File: src/rtl/miscv_pkg.sv
// Shared types and constants for the 16-bit miscv core.
package miscv_pkg;

    localparam int unsigned XLEN    = 16;
    localparam int unsigned INSTR_W = 16;

    localparam logic [INSTR_W-1:0] NOP_ENC = 16'h0000;

    // Major opcodes live in instr[2:0]; their meaning is owned by the control decoder.
    localparam logic [2:0] OP_0 = 3'b000;
    localparam logic [2:0] OP_1 = 3'b001;
    localparam logic [2:0] OP_2 = 3'b010;
    localparam logic [2:0] OP_3 = 3'b011;
    localparam logic [2:0] OP_4 = 3'b100;
    localparam logic [2:0] OP_5 = 3'b101;
    localparam logic [2:0] OP_6 = 3'b110;
    localparam logic [2:0] OP_7 = 3'b111;

    typedef enum logic [1:0] {
        S_REQ,
        S_WAIT,
        S_HOLD
    } fetch_state_e;

    function automatic logic [XLEN-1:0] align_pc(input logic [XLEN-1:0] addr);
        return {addr[XLEN-1:1], 1'b0};
    endfunction

endpackage

File: src/rtl/instr_fetch_if.sv
// Instruction-memory read port: one request/accept handshake plus in-order read responses.
interface instr_fetch_if;
    import miscv_pkg::*;

    logic               imem_req;
    logic [XLEN-1:0]    imem_addr;
    logic               imem_ready;
    logic               imem_rvalid;
    logic [INSTR_W-1:0] imem_rdata;

    modport master (
        output imem_req,
        output imem_addr,
        input  imem_ready,
        input  imem_rvalid,
        input  imem_rdata
    );

    modport slave (
        input  imem_req,
        input  imem_addr,
        output imem_ready,
        output imem_rvalid,
        output imem_rdata
    );

endinterface

File: src/rtl/if_id_reg.sv
// IF/ID pipeline register: flush beats load, load beats the stall/drain decision.
module if_id_reg
    import miscv_pkg::*;
#(
    parameter logic [INSTR_W-1:0] NOP_INSTR = NOP_ENC
) (
    input  logic               clk,
    input  logic               rst,
    input  logic               flush_i,
    input  logic               load_i,
    input  logic               stall_i,
    input  logic [INSTR_W-1:0] load_instr_i,
    input  logic [XLEN-1:0]    load_pc_i,
    output logic               valid_o,
    output logic [INSTR_W-1:0] instr_o,
    output logic [XLEN-1:0]    pc_o
);

    logic               valid_q;
    logic [INSTR_W-1:0] instr_q;
    logic [XLEN-1:0]    pc_q;

    always_ff @(posedge clk) begin
        if (rst) begin
            valid_q <= 1'b0;
            instr_q <= NOP_INSTR;
            pc_q    <= '0;
        end else if (flush_i) begin
            valid_q <= 1'b0;
            instr_q <= NOP_INSTR;
        end else if (load_i) begin
            valid_q <= 1'b1;
            instr_q <= load_instr_i;
            pc_q    <= load_pc_i;
        end else if (!stall_i) begin
            // Decode consumed the word and nothing replaces it: drain to a bubble.
            valid_q <= 1'b0;
            instr_q <= NOP_INSTR;
        end
    end

    assign valid_o = valid_q;
    assign instr_o = instr_q;
    assign pc_o    = pc_q;

endmodule

File: src/rtl/instr_fetch.sv
// miscv fetch stage: PC, single-outstanding imem reads, hold buffer and IF/ID register.
// Define FETCH_STALL_CNT_EN to add the saturating stall_cnt output.
module instr_fetch
    import miscv_pkg::*;
#(
    parameter logic [XLEN-1:0]    RESET_PC  = 16'h0000,
    parameter logic [INSTR_W-1:0] NOP_INSTR = NOP_ENC
) (
    input  logic               clk,
    input  logic               rst,
    input  logic               stall_i,
    input  logic               redirect_valid,
    input  logic [XLEN-1:0]    redirect_pc,
    instr_fetch_if.master      imem,
    output logic               id_valid,
    output logic [INSTR_W-1:0] id_instr,
    output logic [XLEN-1:0]    id_pc
`ifdef FETCH_STALL_CNT_EN
    ,
    output logic [15:0]        stall_cnt
`endif
);

    fetch_state_e       state_q, state_d;
    logic [XLEN-1:0]    pc_q, pc_d;
    logic [XLEN-1:0]    pend_pc_q, pend_pc_d;
    logic [INSTR_W-1:0] hold_instr_q, hold_instr_d;
    logic               discard_q, discard_d;
    logic               req_q;

    logic               hs;
    logic               ifid_free;
    logic               ld;
    logic               flush;
    logic [INSTR_W-1:0] ld_instr;

    assign hs             = req_q & imem.imem_ready;
    assign ifid_free      = !id_valid | !stall_i;
    assign imem.imem_req  = req_q;
    assign imem.imem_addr = pc_q;

    always_comb begin
        state_d      = state_q;
        pc_d         = pc_q;
        pend_pc_d    = pend_pc_q;
        hold_instr_d = hold_instr_q;
        discard_d    = discard_q;
        ld           = 1'b0;
        flush        = 1'b0;
        ld_instr     = imem.imem_rdata;

        if (redirect_valid) begin
            pc_d         = align_pc(redirect_pc);
            flush        = 1'b1;
            hold_instr_d = NOP_INSTR;
            unique case (state_q)
                S_REQ: begin
                    // The request accepted this cycle is stale; its response must be dropped.
                    if (hs) begin
                        discard_d = 1'b1;
                        state_d   = S_WAIT;
                    end
                end
                S_WAIT: begin
                    if (imem.imem_rvalid) begin
                        discard_d = 1'b0;
                        state_d   = S_REQ;
                    end else begin
                        discard_d = 1'b1;
                    end
                end
                default: state_d = S_REQ;
            endcase
        end else begin
            unique case (state_q)
                S_REQ: begin
                    if (hs) begin
                        pend_pc_d = pc_q;
                        pc_d      = pc_q + XLEN'(2);
                        state_d   = S_WAIT;
                    end
                end
                S_WAIT: begin
                    if (imem.imem_rvalid) begin
                        if (discard_q) begin
                            discard_d = 1'b0;
                            state_d   = S_REQ;
                        end else if (ifid_free) begin
                            ld      = 1'b1;
                            state_d = S_REQ;
                        end else begin
                            hold_instr_d = imem.imem_rdata;
                            state_d      = S_HOLD;
                        end
                    end
                end
                S_HOLD: begin
                    // pend_pc_q is still the held word's address: no request issues in S_HOLD.
                    if (!stall_i) begin
                        ld           = 1'b1;
                        ld_instr     = hold_instr_q;
                        hold_instr_d = NOP_INSTR;
                        state_d      = S_REQ;
                    end
                end
                default: state_d = S_REQ;
            endcase
        end
    end

    always_ff @(posedge clk) begin
        if (rst) begin
            state_q      <= S_REQ;
            pc_q         <= RESET_PC;
            pend_pc_q    <= '0;
            hold_instr_q <= NOP_INSTR;
            discard_q    <= 1'b0;
            req_q        <= 1'b0;
        end else begin
            state_q      <= state_d;
            pc_q         <= pc_d;
            pend_pc_q    <= pend_pc_d;
            hold_instr_q <= hold_instr_d;
            discard_q    <= discard_d;
            req_q        <= (state_d == S_REQ);
        end
    end

    if_id_reg #(
        .NOP_INSTR (NOP_INSTR)
    ) u_if_id_reg (
        .clk          (clk),
        .rst          (rst),
        .flush_i      (flush),
        .load_i       (ld),
        .stall_i      (stall_i),
        .load_instr_i (ld_instr),
        .load_pc_i    (pend_pc_q),
        .valid_o      (id_valid),
        .instr_o      (id_instr),
        .pc_o         (id_pc)
    );

`ifdef FETCH_STALL_CNT_EN
    logic [15:0] stall_cnt_q;
    logic        stall_cyc;

    assign stall_cyc = (state_q == S_WAIT) || (state_q == S_HOLD) ||
                       ((state_q == S_REQ) && req_q && !imem.imem_ready);

    always_ff @(posedge clk) begin
        if (rst) begin
            stall_cnt_q <= '0;
        end else if (stall_cyc && (stall_cnt_q != 16'hFFFF)) begin
            stall_cnt_q <= stall_cnt_q + 16'd1;
        end
    end

    assign stall_cnt = stall_cnt_q;
`endif

endmodule

File: src/flat_wrapper.sv
// flat-port wrapper written by rule: the top's interface ports become plain ports
module instr_fetch_flat import miscv_pkg::*;
#(
    parameter logic [XLEN-1:0]    RESET_PC  = 16'h0000,
    parameter logic [INSTR_W-1:0] NOP_INSTR = NOP_ENC
)
  (clk, rst, stall_i, redirect_valid, redirect_pc, id_valid, id_instr, id_pc, imem_imem_req, imem_imem_addr, imem_imem_ready, imem_imem_rvalid, imem_imem_rdata);
  instr_fetch_if imem_i ();
  input  logic clk;
  input  logic rst;
  input  logic stall_i;
  input  logic redirect_valid;
  input  logic [XLEN-1:0] redirect_pc;
  output logic id_valid;
  output logic [INSTR_W-1:0] id_instr;
  output logic [XLEN-1:0] id_pc;
  output wire logic [$bits(imem_i.imem_req)-1:0] imem_imem_req;
  output wire logic [$bits(imem_i.imem_addr)-1:0] imem_imem_addr;
  input wire logic [$bits(imem_i.imem_ready)-1:0] imem_imem_ready;
  input wire logic [$bits(imem_i.imem_rvalid)-1:0] imem_imem_rvalid;
  input wire logic [$bits(imem_i.imem_rdata)-1:0] imem_imem_rdata;
  assign imem_imem_req = imem_i.imem_req;
  assign imem_imem_addr = imem_i.imem_addr;
  assign imem_i.imem_ready = imem_imem_ready;
  assign imem_i.imem_rvalid = imem_imem_rvalid;
  assign imem_i.imem_rdata = imem_imem_rdata;
  instr_fetch #(.RESET_PC(RESET_PC), .NOP_INSTR(NOP_INSTR)) u_core (.clk(clk), .rst(rst), .stall_i(stall_i), .redirect_valid(redirect_valid), .redirect_pc(redirect_pc), .imem(imem_i), .id_valid(id_valid), .id_instr(id_instr), .id_pc(id_pc));
endmodule
File: config.mk
export PLATFORM = sky130hd
export DESIGN_NAME = instr_fetch_flat
export DESIGN_NICKNAME = d
export VERILOG_FILES = /design/src/rtl/miscv_pkg.sv /design/src/rtl/instr_fetch_if.sv /design/src/rtl/if_id_reg.sv /design/src/rtl/instr_fetch.sv /design/src/flat_wrapper.sv
export SDC_FILE = /design/constraint.sdc
export NUM_CORES = 1
export LEC_CHECK = 0
export CAP_MARGIN = 30
export CELL_PAD_IN_SITES_DETAIL_PLACEMENT = 1
export CELL_PAD_IN_SITES_GLOBAL_PLACEMENT = 2
export CORE_UTILIZATION = 29
export DETAILED_ROUTE_END_ITERATION = 8
export HOLD_SLACK_MARGIN = 0.12
export PLACE_DENSITY_LB_ADDON = 0.1
export SLEW_MARGIN = 30
export SYNTH_ARGS = -nofsm -noshare
export SYNTH_HDL_FRONTEND = slang
export SYNTH_SLANG_ARGS = --single-unit
export TNS_END_PERCENT = 1
File: constraint.sdc
create_clock -name clk -period 2.3 [get_ports clk]
set_clock_uncertainty 0.15 [all_clocks]
set_input_delay 0.46 -clock clk [delete_from_list [all_inputs] [get_ports clk]]
set_output_delay 0.46 -clock clk [all_outputs]
set_load 0.03 [all_outputs]
==> results.md, run 1 <==
- NetSw: 843 uW
- Via count: 3144
- Max stage delay on crit path: 0.74 ns
- H-tree levels: 3
- Vias in the first global route: 3307
- Reg2reg end: u_core.u_if_id_reg.pc_o[10]
- Dpl ws: 0.0236 ns
- Crit path max-delay family: buffers and inverters
- GRT Residual Overflow: 0
- Synth async-reset ratio: 0
- Post-synth cell types: 47
- Crit path arrival time: 1.57 ns
- Die height: 113 um
- CP Max Fanout: 7
- Switching Share: 0.264
- CP Cell Sequence: clkdlybuf4s50_1
- R2R cell count: 8
- Pwr dens: 645 nW/um^2
- Total track usage: 0.162
- Synth area leader: dfxtp_1
- Layout cells sized above 1: 0.132
- Die Width: 113 um
- Global-route wire length before repair: 16200 um
- CTS Buffer Depth: 2
- Flop-to-flop setup slack: 0.29 ns
- Iteration-0 DRC Markers: 79
- RSZ-0062 raised after global routing: false
- Slew HR: 0.635
- Placed Cells: 625
- Setup violators final: 0
- Residual DRC: 0
- Clock transition at path regs: 0.06 ns
- Largest net degree at the start of global routing: 50
- Status: completed
- Crit path launch: u_core.imem.imem_addr[2]
- Tcrit/Tclk final: 0.946
- Largest cells by area after synthesis: dfxtp_1 (46%), nand2_1 (9.5%), a21oi_1 (5.2%)
- Crit Path Category: reg -> out
- Setup Buffers After CTS: 0
- Syn Inst Count: 396
- Yosys warning count: 0
- Clock sinks: 82
- Port bufs: 84
- Gp weighted congestion: 0.733
- Io pins: 88
- First-pass DRT Iterations: 6
- Final WS setup: 0.125 ns
- Vias per inst: 4.90
- CP max-delay cell: clkdlybuf4s50_1
- Min Clock Period, post-route: 2.18 ns
- Worst-Skew Late Latency: 0.34 ns
- CTS buffer count: 9
- Final hold vios: 0
- CP Capture Point: imem_imem_addr[2]
- Register area share after synthesis: 0.460
- Crit. End Element: output port
- Final Util: 0.413
- Ant diodes: 0
- Nets@finish: 532
- Max-slew violations: 0
- CTS tree: done
- Antenna Nets Post-Route: 0
- Worst EP required: 1.69 ns
- EDFF count, synth: 0
- Comb pwr share: 0.109
- WL/cell: 14.9 um
- Max-Cap Viols: 0
- Clk network pwr share: 0.426
- Pint: 2.35 mW
- # rows: 40
- Cts hold-fix bufs: 0
- Critical path depth: 1
- Detail Placement HPWL: 6770 um
- Die footprint: 12800 um^2
- Fin Hold WS: 0.302 ns
- DRT Wirelength: 9550 um
- Total chip power: 3.19 mW
- FF+latch count, synth: 82
- Buf+Inv Stages, Crit Path: 1
- # resized after CTS: 0
- Antenna violations before repair: 0
- Share of power burned in registers: 0.465
- Startpoint Class: register
- Root buffer cell: clkbuf_16
- P&R area growth vs syn: 38.7%
- Lkg Pwr: 1.66 nW
- Most common cell after layout, fill and taps aside: nand2_1
- Fmax: 460 MHz
- CORE AREA: 12000 um^2
- Worst slew pin tran: 0.548 ns
- Cell Area, Synth: 3570 um^2
- Synthesized area per cell: 9.02 um^2
- Commonest cells after routing, fill and taps aside: nand2_1 (90), clkdlybuf4s50_1 (83), dfxtp_1 (82)
- Post-route cell area: 4950 um^2
- DP Area: 4680 um^2
- Initial Util: 0.297
- Hold Path Class: reg -> reg
- Fin Setup TNS: 0 ns
- Maximum VDD drop: 0.256 mV
- Ys flop type: dfxtp_1
- Final Non-Filler Cells: 641
- Top-area cell type share of the netlist area: 0.460
- Worst r2r src: u_core.state_q[1]
-- registers in the layout, summed over array words and instances (netlist names) --
signal,flops
u_core.discard_q,1
u_core.hold_instr_q,16
u_core.imem.imem_addr,15
u_core.imem.imem_req,1
u_core.pend_pc_q,15
u_core.state_q,2
u_core.u_if_id_reg.instr_o,16
u_core.u_if_id_reg.pc_o,15
u_core.u_if_id_reg.valid_o,1
-- cells by family (layout without fill, tap and decap cells) --
logic type / count (synthesis) / after routing / share of synthesized area
AOI/OAI and AO/OA: 79 / 79 / 0.152
buffers and inverters: 30 / 127 / 0.0459
muxes: 32 / 32 / 0.0953
adders and majority gates: 5 / 5 / 0.0175
and+or+nand+nor: 154 / 154 / 0.197
DFF: 82 / 82 / 0.460
other: 1 / 2 / 0.00105
xor gates and xnor gates: 13 / 13 / 0.0319
-- Yosys cell counts (2+ instances only) --
cell      count
buf_1         3
o21ai_0       2
a21oi_1      37
ha_1          5
nor4_1        4
a22o_1       16
a211oi_1      7
clkbuf_1      6
mux2_2       16
nand2_1      90
nor2_1       31
nor2b_1       4
mux2i_1      16
nand4_4       2
inv_1         4
dfxtp_1      82
nand3_1       4
nor3_1        4
nand4_1       7
xor2_1        2
buf_2         9
a211oi_2      3
buf_4         6
a311oi_1      3
xnor2_1      11
-- metal layers --
| layer | global-route usage | share of wire | up-vias |
|---|---|---|---|
| met5 | 0 | 0 | - |
| met4 | 0.0711 | 0.018 | 0 |
| met3 | 0.0354 | 0.043 | 12 |
| met2 | 0.277 | 0.48 | 67 |
| met1 | 0.197 | 0.45 | 1508 |
| li1 | - | - | 1557 |
-- power groups by stage --
| stage | Clock [mW] | Sequential, mW | Combinational [mW] |
|---|---|---|---|
| after floorplan | 0 | 1.55 | 0.137 |
| after global placement | 0 | 1.52 | 0.350 |
| after detailed placement | 0 | 1.52 | 0.352 |
| after CTS | 1.42 | 1.49 | 0.354 |
| after global routing | 1.49 | 1.49 | 0.379 |
| final | 1.36 | 1.49 | 0.348 |
-- final cells by class --
type | instances | area [um^2]
Clock buffer | 9 | 225
Clock inverter | 7 | 53.8
Fill cell | 1401 | 7060
Inverter | 4 | 15.0
Multi-Input combinational cell | 285 | 1780
Sequential cell | 82 | 1640
Tap cell | 147 | 184
Timing Repair Buffer | 107 | 1060
-- worst min path at each step --
stage / cells past startpoint / slack (ns) / endpoint / from
after floorplan: 2 / 0.28 / u_core.u_if_id_reg.pc_o[10] / u_core.pend_pc_q[10]
after global placement: 2 / 0.30 / u_core.u_if_id_reg.pc_o[11] / u_core.u_if_id_reg.pc_o[11]
after detailed placement: 2 / 0.30 / u_core.pend_pc_q[13] / u_core.pend_pc_q[13]
after CTS: 2 / 0.31 / u_core.pend_pc_q[13] / u_core.pend_pc_q[13]
after global routing: 2 / 0.33 / u_core.u_if_id_reg.pc_o[11] / u_core.pend_pc_q[11]
final: 2 / 0.30 / u_core.u_if_id_reg.pc_o[14] / u_core.u_if_id_reg.pc_o[14]
Power figures use the tool's default switching activity.
==> inputs of run 2 (changes only) <==
--- a/config.mk
+++ b/config.mk
@@ -5,6 +5,7 @@
 export SDC_FILE = /design/constraint.sdc
 export NUM_CORES = 1
 export LEC_CHECK = 0
+export ABC_CLOCK_PERIOD_IN_PS = 2300
 export CAP_MARGIN = 30
 export CELL_PAD_IN_SITES_DETAIL_PLACEMENT = 1
 export CELL_PAD_IN_SITES_GLOBAL_PLACEMENT = 2
==> results of run 2 <==
No change in the layout: final DEF, timing and power equal those of run 1.
